==> src/rtl/keypad_calc_pkg.sv <==
// Shared types and constants for the keypad calculator: FSM states, key codes and
// the operator encoding (chosen so an operator key's low two bits are its opcode).
package keypad_calc_pkg;

  typedef enum logic [2:0] {
    StEnterA,
    StOp,
    StEnterB,
    StDivide,
    StResult,
    StError
  } state_e;

  // Operator key codes are 10..13, so op = key_code[1:0]
  typedef enum logic [1:0] {
    OpMul = 2'd0,
    OpDiv = 2'd1,
    OpAdd = 2'd2,
    OpSub = 2'd3
  } op_e;

  localparam logic [3:0] KEY_ADD = 4'd10;
  localparam logic [3:0] KEY_SUB = 4'd11;
  localparam logic [3:0] KEY_MUL = 4'd12;
  localparam logic [3:0] KEY_DIV = 4'd13;
  localparam logic [3:0] KEY_EQ  = 4'd14;
  localparam logic [3:0] KEY_CLR = 4'd15;

  function automatic logic [1:0] onehot_idx(input logic [3:0] v);
    logic [1:0] idx;
    case (v)
      4'b0010: idx = 2'd1;
      4'b0100: idx = 2'd2;
      4'b1000: idx = 2'd3;
      default: idx = 2'd0;
    endcase
    return idx;
  endfunction

endpackage

==> src/rtl/calc_div.sv <==
// Restoring unsigned divider. The first quotient bit is resolved on the start edge,
// so the quotient is ready, with done high, exactly WIDTH cycles after start.
module calc_div #(
  parameter int unsigned WIDTH = 32
) (
  input  logic             clk,
  input  logic             reset,
  input  logic             start_i,
  input  logic [WIDTH-1:0] dividend_i,
  input  logic [WIDTH-1:0] divisor_i,
  output logic             done_o,
  output logic [WIDTH-1:0] quotient_o
);

  localparam int unsigned CntW = $clog2(WIDTH + 1);

  logic [WIDTH-1:0] rem_q, quot_q, dvs_q;
  logic [WIDTH-1:0] src_rem, src_quot, dvs, rem_n, quot_n;
  logic [WIDTH:0]   shifted;
  logic [CntW-1:0]  cnt_q, cnt_n;
  logic             run_q, done_q, step;

  always_comb begin
    step     = start_i || run_q;
    src_rem  = start_i ? '0 : rem_q;
    src_quot = start_i ? dividend_i : quot_q;
    dvs      = start_i ? divisor_i : dvs_q;
    cnt_n    = start_i ? CntW'(1) : CntW'(cnt_q + 1'b1);
    shifted  = {src_rem, src_quot[WIDTH-1]};
    if (shifted >= {1'b0, dvs}) begin
      rem_n  = WIDTH'(shifted - {1'b0, dvs});
      quot_n = (src_quot << 1) | WIDTH'(1);
    end else begin
      rem_n  = shifted[WIDTH-1:0];
      quot_n = src_quot << 1;
    end
  end

  always_ff @(posedge clk) begin
    if (!reset) begin
      rem_q  <= '0;
      quot_q <= '0;
      dvs_q  <= '0;
      cnt_q  <= '0;
      run_q  <= 1'b0;
      done_q <= 1'b0;
    end else begin
      done_q <= step && (cnt_n == CntW'(WIDTH));
      if (start_i) dvs_q <= divisor_i;
      if (step) begin
        rem_q  <= rem_n;
        quot_q <= quot_n;
        cnt_q  <= cnt_n;
        run_q  <= (cnt_n != CntW'(WIDTH));
      end
    end
  end

  assign done_o     = done_q;
  assign quotient_o = quot_q;

endmodule

==> src/rtl/keypad_calc.sv <==
// Keypad calculator: debounces a one-hot row/column keypad into key codes and runs a
// four-function unsigned calculator FSM with an iterative divider.
module keypad_calc
  import keypad_calc_pkg::*;
#(
  parameter int unsigned WIDTH           = 32,
  parameter int unsigned DEBOUNCE_CYCLES = 4,
  parameter int unsigned MAX_DIGITS      = 8
) (
  input  logic             clk,
  input  logic             reset,
  input  logic [3:0]       IO_P4_ROW,
  input  logic [3:0]       IO_P4_COL,
  output logic [WIDTH-1:0] answer,
  output logic             error,
  output logic             busy,
  output logic             key_valid,
  output logic [3:0]       key_code
);

  localparam int unsigned DigW    = $clog2(MAX_DIGITS + 1);
  localparam logic [7:0]  DbLimit = 8'(DEBOUNCE_CYCLES);

  // Debounce
  logic       raw_valid, same, accept, armed_d, armed_q, last_valid_q, key_valid_q;
  logic [3:0] raw_code, last_code_q, key_code_q;
  logic [7:0] stable_d, stable_q;

  always_comb begin
    raw_valid = $onehot(IO_P4_ROW) && $onehot(IO_P4_COL);
    raw_code  = {onehot_idx(IO_P4_ROW), onehot_idx(IO_P4_COL)};
    same      = raw_valid && last_valid_q && (raw_code == last_code_q);
    if (!raw_valid)               stable_d = 8'd0;
    else if (!same)               stable_d = 8'd1;
    else if (stable_q != DbLimit) stable_d = stable_q + 8'd1;
    else                          stable_d = stable_q;
    // A change of code (including release) re-arms acceptance
    accept  = raw_valid && (armed_q || !same) && (stable_d == DbLimit);
    armed_d = accept ? 1'b0 : (same ? armed_q : 1'b1);
  end

  always_ff @(posedge clk) begin
    if (!reset) begin
      last_code_q  <= '0;
      last_valid_q <= 1'b0;
      stable_q     <= '0;
      armed_q      <= 1'b1;
      key_valid_q  <= 1'b0;
      key_code_q   <= '0;
    end else begin
      last_code_q  <= raw_code;
      last_valid_q <= raw_valid;
      stable_q     <= stable_d;
      armed_q      <= armed_d;
      key_valid_q  <= accept;
      if (accept) key_code_q <= raw_code;
    end
  end

  // Calculator FSM
  state_e           state_q, state_d;
  op_e              op_q, op_d, key_op;
  logic [WIDTH-1:0] a_q, a_d, b_q, b_d, answer_q, answer_d, alu_res, digit, div_quot;
  logic [DigW-1:0]  a_cnt_q, a_cnt_d, b_cnt_q, b_cnt_d;
  logic             div_to_op_q, div_to_op_d, div_start, div_done, is_digit, is_op;

  always_comb begin
    is_digit = key_code_q < 4'd10;
    is_op    = (key_code_q >= KEY_ADD) && (key_code_q <= KEY_DIV);
    key_op   = op_e'(key_code_q[1:0]);
    digit    = WIDTH'(key_code_q);
    case (op_q)
      OpAdd:   alu_res = a_q + b_q;
      OpSub:   alu_res = a_q - b_q;
      OpMul:   alu_res = a_q * b_q;
      default: alu_res = a_q;
    endcase
  end

  always_comb begin
    state_d     = state_q;
    op_d        = op_q;
    a_d         = a_q;
    b_d         = b_q;
    a_cnt_d     = a_cnt_q;
    b_cnt_d     = b_cnt_q;
    answer_d    = answer_q;
    div_to_op_d = div_to_op_q;
    div_start   = 1'b0;
    if (state_q == StDivide) begin
      if (div_done) begin
        a_d      = div_quot;
        answer_d = div_quot;
        state_d  = div_to_op_q ? StOp : StResult;
      end
    end else if (key_valid_q && state_q != StError) begin
      if (is_digit) begin
        case (state_q)
          StEnterA: if (a_cnt_q < DigW'(MAX_DIGITS)) begin
            a_d      = a_q * WIDTH'(10) + digit;
            a_cnt_d  = a_cnt_q + 1'b1;
            answer_d = a_d;
          end
          StEnterB: if (b_cnt_q < DigW'(MAX_DIGITS)) begin
            b_d      = b_q * WIDTH'(10) + digit;
            b_cnt_d  = b_cnt_q + 1'b1;
            answer_d = b_d;
          end
          StOp: begin
            b_d      = digit;
            b_cnt_d  = DigW'(1);
            answer_d = digit;
            state_d  = StEnterB;
          end
          StResult: begin
            a_d      = digit;
            a_cnt_d  = DigW'(1);
            answer_d = digit;
            state_d  = StEnterA;
          end
          default: ;
        endcase
      end else if (is_op && state_q != StEnterB) begin
        op_d    = key_op;
        state_d = StOp;
      end else if ((is_op || key_code_q == KEY_EQ) && state_q == StEnterB) begin
        if (op_q == OpDiv) begin
          if (b_q == '0) begin
            state_d  = StError;
            answer_d = '1;
          end else begin
            div_start   = 1'b1;
            div_to_op_d = is_op;
            state_d     = StDivide;
          end
        end else begin
          a_d      = alu_res;
          answer_d = alu_res;
          state_d  = is_op ? StOp : StResult;
        end
        if (is_op) op_d = key_op;
      end
    end
    // Clear wins over everything, including a division in flight
    if (key_valid_q && key_code_q == KEY_CLR) begin
      state_d     = StEnterA;
      op_d        = OpMul;
      a_d         = '0;
      b_d         = '0;
      a_cnt_d     = '0;
      b_cnt_d     = '0;
      answer_d    = '0;
      div_to_op_d = 1'b0;
    end
  end

  always_ff @(posedge clk) begin
    if (!reset) begin
      state_q     <= StEnterA;
      op_q        <= OpMul;
      a_q         <= '0;
      b_q         <= '0;
      a_cnt_q     <= '0;
      b_cnt_q     <= '0;
      answer_q    <= '0;
      div_to_op_q <= 1'b0;
    end else begin
      state_q     <= state_d;
      op_q        <= op_d;
      a_q         <= a_d;
      b_q         <= b_d;
      a_cnt_q     <= a_cnt_d;
      b_cnt_q     <= b_cnt_d;
      answer_q    <= answer_d;
      div_to_op_q <= div_to_op_d;
    end
  end

  calc_div #(
    .WIDTH(WIDTH)
  ) u_div (
    .clk        (clk),
    .reset      (reset),
    .start_i    (div_start),
    .dividend_i (a_q),
    .divisor_i  (b_q),
    .done_o     (div_done),
    .quotient_o (div_quot)
  );

  assign answer    = answer_q;
  assign error     = (state_q == StError);
  assign busy      = (state_q == StDivide);
  assign key_valid = key_valid_q;
  assign key_code  = key_code_q;

endmodule

==> config.mk <==
export PLATFORM = sky130hd
export DESIGN_NAME = keypad_calc
export DESIGN_NICKNAME = d
export VERILOG_FILES = /design/src/rtl/keypad_calc_pkg.sv /design/src/rtl/calc_div.sv /design/src/rtl/keypad_calc.sv
export SDC_FILE = /design/constraint.sdc
export NUM_CORES = 2
export LEC_CHECK = 0
export CORE_MARGIN = 2
export CORE_UTILIZATION = 35
export CTS_BUF_LIST = sky130_fd_sc_hd__clkbuf_4 sky130_fd_sc_hd__clkbuf_8
export CTS_CLUSTER_DIAMETER = 80
export DETAILED_ROUTE_END_ITERATION = 8
export PLACE_DENSITY = 0.54
export REMOVE_ABC_BUFFERS = 1
export SETUP_SLACK_MARGIN = 0.3
export SLEW_MARGIN = 25
export SYNTH_ARGS = -nofsm -noshare
export SYNTH_HDL_FRONTEND = slang
export SYNTH_SLANG_ARGS = --single-unit
==> constraint.sdc <==
create_clock -name clk -period 6.9 [get_ports clk]
set_input_delay 1.035 -clock clk [delete_from_list [all_inputs] [get_ports clk]]
set_output_delay 1.035 -clock clk [all_outputs]
set_load 0.005 [all_outputs]
## Word-level counts from Yosys, hierarchy flattened

Cells that the tools add are included.

| word-level totals | value |
|---|---|
| input bits | 10 |
| output and inout bits | 39 |
| flip-flop bits (word level) | 233 |

| operators by class | value |
|---|---|
| bitwise logic cells | 5 |
| add/subtract/negate cells | 15 |
| equality and inequality tests | 37 |
| multiplexer cells | 58 |
| multipliers | 3 |
| order comparisons | 6 |
| reductions and logical operators | 34 |

Operators with widths:

| cell | count |
|---|---|
| $mux W32 | 20 |
| $pmux W32 S3 | 2 |
| $pmux W32 S2 | 2 |
| $add A32 B4 Y32 | 2 |
| $mul A32 B3 Y31 const B | 2 |
| $sub A32 B32 Y32 | 2 |
| $ge A33 B32 Y1 | 1 |
| $add A32 B32 Y32 | 1 |
| $logic_not A32 Y1 | 1 |
| $mul A32 B32 Y32 | 1 |
| $mux W3 | 10 |
| $mux W8 | 3 |
| $eq A4 B4 Y1 const B | 4 |
| $pmux W4 S2 | 2 |
| $reduce_and A5 Y1 | 3 |
| $reduce_and A7 Y1 | 2 |
| $lt A4 B4 Y1 const B | 3 |
| $pmux W2 S3 | 2 |
| $logic_and A1 B1 Y1 | 11 |
| $mux W1 | 10 |
| $reduce_bool A2 Y1 | 5 |
| $eq A3 B1 Y1 const B | 3 |
| $ne A3 B3 Y1 const B | 3 |
| $add A1 B1 Y2 | 4 |
| 38 further kinds | 59 |

## Longest topological paths before layout

| logic depth | value |
|---|---|
| depth in word-level cells | 12 |
| depth in mapped cells | 30 |
| gate-level depth less buffers | 28 |

## By module

From an unflattened synthesis, not the netlist that was laid out.

| second synthesis, totals | value |
|---|---|
| cells, all modules | 4,498 |
| area, all modules | 36,491.2 um^2 |

Modules (own cells, without submodules):

| module | cells an instance | area each (um^2) | times used |
|---|---|---|---|
| keypad_calc | 3,697 | 30,098.9 | 1 |
| calc_div | 801 | 6,392.4 | 1 |

## Worst setup path after synthesis

OpenSTA, ideal clock, no wires.

| timing path | value |
|---|---|
| kind | register to register |
| from | reg b_q[8] |
| to | reg answer_q[29] (netlist: answer[29]) |
| setup slack | -0.547 ns |
| arrival time | 7.313 ns |
| path buffers | 2 |
| stages on the path, launching flop included | 29 |
| clock period less this slack | 7.447 ns |
| path through | dfxtp_1 -> clkbuf_1 -> buf_1 -> nand2_1 -> fa_1 -> inv_1 -> fa_1 -> fa_1 -> inv_1 -> fa_1 -> inv_1 -> fa_1 -> inv_1 -> fa_1 -> inv_1 -> fa_1 -> fa_1 -> ha_1 -> a21o_1 -> a21o_1 -> a21oi_1 -> o31ai_1 -> o41ai_1 -> o21bai_1 -> xor2_1 -> a222oi_1 -> o21ai_0 -> a31oi_1 -> a31oi_1 |

| between the ends | value |
|---|---|
| word-level cells in the longest chain between the ends | 8 |

RTL lines:

| item | RTL line | RTL |
|---|---|---|
| start, declared | keypad_calc.sv:63 | `logic [WIDTH-1:0] a_q, a_d, b_q, b_d, answer_q, answer_d, alu_res, digit, div_quot;` |
| start signal, assigned | keypad_calc.sv:162 | `b_q <= '0;` |
| start signal, assigned | keypad_calc.sv:171 | `b_q <= b_d;` |
| branches (longest 8 deep; another with $mul A32 B3 Y31) | - |  |
| end signal, assigned | keypad_calc.sv:174 | `answer_q <= answer_d;` |
| end, declared | keypad_calc.sv:63 |  |

Several ways; the timed one is not identified. The select of a mux whose other input is x is not followed.
A chain may end at the register's enable or synchronous reset.

## Worst setup path after layout

| timing path | value |
|---|---|
| from | reg a_q[12] |
| to | reg answer_q[30] (netlist: answer[30]) |

| between the ends | value |
|---|---|
| word-level cells in the longest chain between the ends | 8 |

RTL lines:

| item | RTL line | RTL |
|---|---|---|
| start, declared | keypad_calc.sv:63 |  |
| start signal, assigned | keypad_calc.sv:161 | `a_q <= '0;` |
| start signal, assigned | keypad_calc.sv:170 | `a_q <= a_d;` |
| branches (longest 5 deep; another with $mul A32 B3 Y31) | - |  |
| $mux W32 * | keypad_calc.sv:97 | `if (is_digit) begin` |
| $mux W32 * | keypad_calc.sv:96 | `end else if (key_valid_q && state_q != StError) begin` |
| $mux W32 * | keypad_calc.sv:90 | `if (state_q == StDivide) begin` |

Every way passes the cells marked *. The select of a mux whose other input is x is not followed.

==> metrics.txt <==
status finished with violations; violated checks setup timing; Total GRT Usage 24.3%; worst skew pair latency 650 ps; Final GP Congestion 0.960; Slew headroom between 20% and 30%; Avg Cell Area, Syn 8.23 um^2; DIE AREA 107000 um^2; CTS root buf clkbuf_8; pre-CTS worst setup slack -932 ps; Slew @ Worst Pin 1140 ps; final core utilization 42.2%; remaining antenna violation count 0; worst flop-to-flop path startpoint a_q[12]; TNS Setup -8700 ps; port bufs 48; Die Y-Extent roughly 330 um; Site Rows roughly 120; EDFF count, synth 0; Ys Warns 0; crit path max fanout 13; final worst slack -477 ps; non-filler cells, final 6048; Pwr Total 2.89 mW; max-cap viol count 0; Setup crit start a_q[12]; crit path launch type flop; global route overflow 0; Mapped Area between 30000 and 40000 um^2; Die Wd 327 um; ys async rst share 0%; core area 103000 um^2; LEAKAGE 19.8 nW; drt initial violations 2713; share of the synthesized area in the top cell type 22.9%; DR pass1 iterations 6; Hold Crit Class flop to flop; DRT Wirelength 131 mm; # fillers 10500; Min Hold Slack 457 ps; drc violations 0; Final Net Count ~5400; # setup viols final 31; Cell Pwr Density around 66 nW/um^2; clk slew on worst S/H paths approximately 70 ps; largest net degree at the start of global routing 60; detailed-route via count 32700; top post-synthesis cells by area fa_1, dfxtp_1, ha_1, and2_1, inv_1; first-pass GRT wire length 201 mm; vias per cell between 5 and 6; Crit Path Class flop to flop; synthesized flop and latch total 233; fin. max-slew vios 0; Critical Path RT 7370 ps; Crit. End Element flop; Tcrit/Tclk final 107%; synth unique cells 109; TritonCTS clock tree built; initial antenna violation count 5; Arr. time, crit path just under 8000 ps; sequential share of the synthesized area 12.8%; Final Critical Period around 7400 ps; H-tree depth 2; Starting Density 35.3%; Worst VDD drop slightly above 0.1 mV; top-count cell post-synth inv_1; Avg WL per Cell approximately 22 um; I/O pin count 49; Num CTS Buffers 44; Area Growth Syn to Fin 19.6%; vias in the first global route 32600; synth cell count leaders inv_1, fa_1, nand2_1; Post-Syn Instances 4430; Hold Vio Cnt, Final 0; post-synth top area cell fa_1; CTS max path bufs 3; fraction of layout cells with a size suffix above 1 roughly 17%; ys flop type dfxtp_1; Final Cell Area about 44000 um^2; min-delay src answer[1]; Worst Skew between 40 and 50 ps; DP Area 40200 um^2; Sink Count 233; post-DP HPWL slightly above 100 mm; FMAX 136 MHz; Placed Cells 5903; Hold Buf Count CTS 0; RSZ-0062 raised after global routing yes
-- cell type report --
cell class | instances | area, um^2 | area share (%)
Sequential cell | 233 | 4720 | 10.8
Tap cell | 1380 | 1730 | 3.96
Multi-Input combinational cell | 3453 | 30400 | 69.7
Clock inverter | 11 | 126 | 0.290
Clock buffer | 64 | 800 | 1.83
Antenna cell | 1 | 2.50 | 0.00574
Timing Repair Buffer | 428 | 4020 | 9.22
Inverter | 478 | 1790 | 4.12
-- routing by layer --
metal	wire length [um]	global-route usage, %
met3	8970	3.37
met1	59400	34.3
met4	3790	6.65
met5	13	0
met2	59000	38.9
-- power breakdown --
group	total [mW]	leakage (nW)	switching [mW]	internal, mW
Sequential	1.34	1.89	0.00102	1.34
Combinational	0.0589	17.5	0.0413	0.0176
Clock	1.49	0.478	0.669	0.819
Total	2.89	19.8	0.711	2.18
-- path summary, 6_finish.rpt --
check | end | slack, ps | cells past startpoint
hold reg to reg | answer[1] | 460 | 2
hold / removal | answer[1] | 460 | 2
setup reg to reg | answer[30] | -480 | 27
setup / recovery | answer[30] | -480 | 27
-- layout by cell type (no fill, tap or decap), types with 103 or more instances in the layout --
cell type / synthesis / layout
and2_1: 338 / 312
fa_1: 416 / 388
nor2_1: 318 / 305
inv_1: 474 / 437
a21oi_1: 255 / 221
nand2_1: 408 / 405
ha_1: 317 / 285
xor2_1: 106 / 103
xnor2_1: 169 / 161
o21ai_0: 192 / 160
buf_4: 1 / 284
dfxtp_1: 233 / 205
-- state kept, by name (all words and copies together), names as in the netlist, 6 cells and up --
| signal | cells |
|---|---|
| a_q | 32 |
| answer | 32 |
| b_q | 32 |
| stable_q | 8 |
| u_div.cnt_q | 6 |
| u_div.dvs_q | 32 |
| u_div.quotient_o | 32 |
| u_div.rem_q | 32 |
-- critical path: stages (launching register included) --
cell      delay, ps
dfxtp_4         400
buf_6           180
and2_1          190
fa_1            550
fa_1            440
fa_1            510
inv_2            40
fa_1            540
inv_2            50
fa_1            470
fa_1            540
fa_1            430
fa_1            550
ha_4            230
a21oi_2         190
o21bai_2        100
a21oi_2         220
o21ai_2          80
a21oi_2         190
o31ai_4          90
buf_6           140
buf_4           120
a21o_1          150
a21oi_2         170
xnor2_2         100
a22oi_2         290
a21o_1          160
o22ai_1          60
-- cells by family after synthesis --
| kind of cell | Yosys count | synth area share [%] |
|---|---|---|
| and+or+nand+nor | 1414 | 19.6 |
| xor gates and xnor gates | 275 | 6.61 |
| muxes | 84 | 2.31 |
| AOI/OAI and AO/OA | 947 | 17.1 |
| adders and majority gates | 733 | 33.7 |
| buffers and inverters | 744 | 7.79 |
| DFF | 233 | 12.8 |
-- what timing repair did --
item                                    4_1_cts  5_1_grt
endpoints found under the setup margin       44       76
pin swaps                                   195      175
gates cloned                                  2        0
setup buffers                                42       25
resized for setup                           277      173
(Power assumes the default switching activity.)
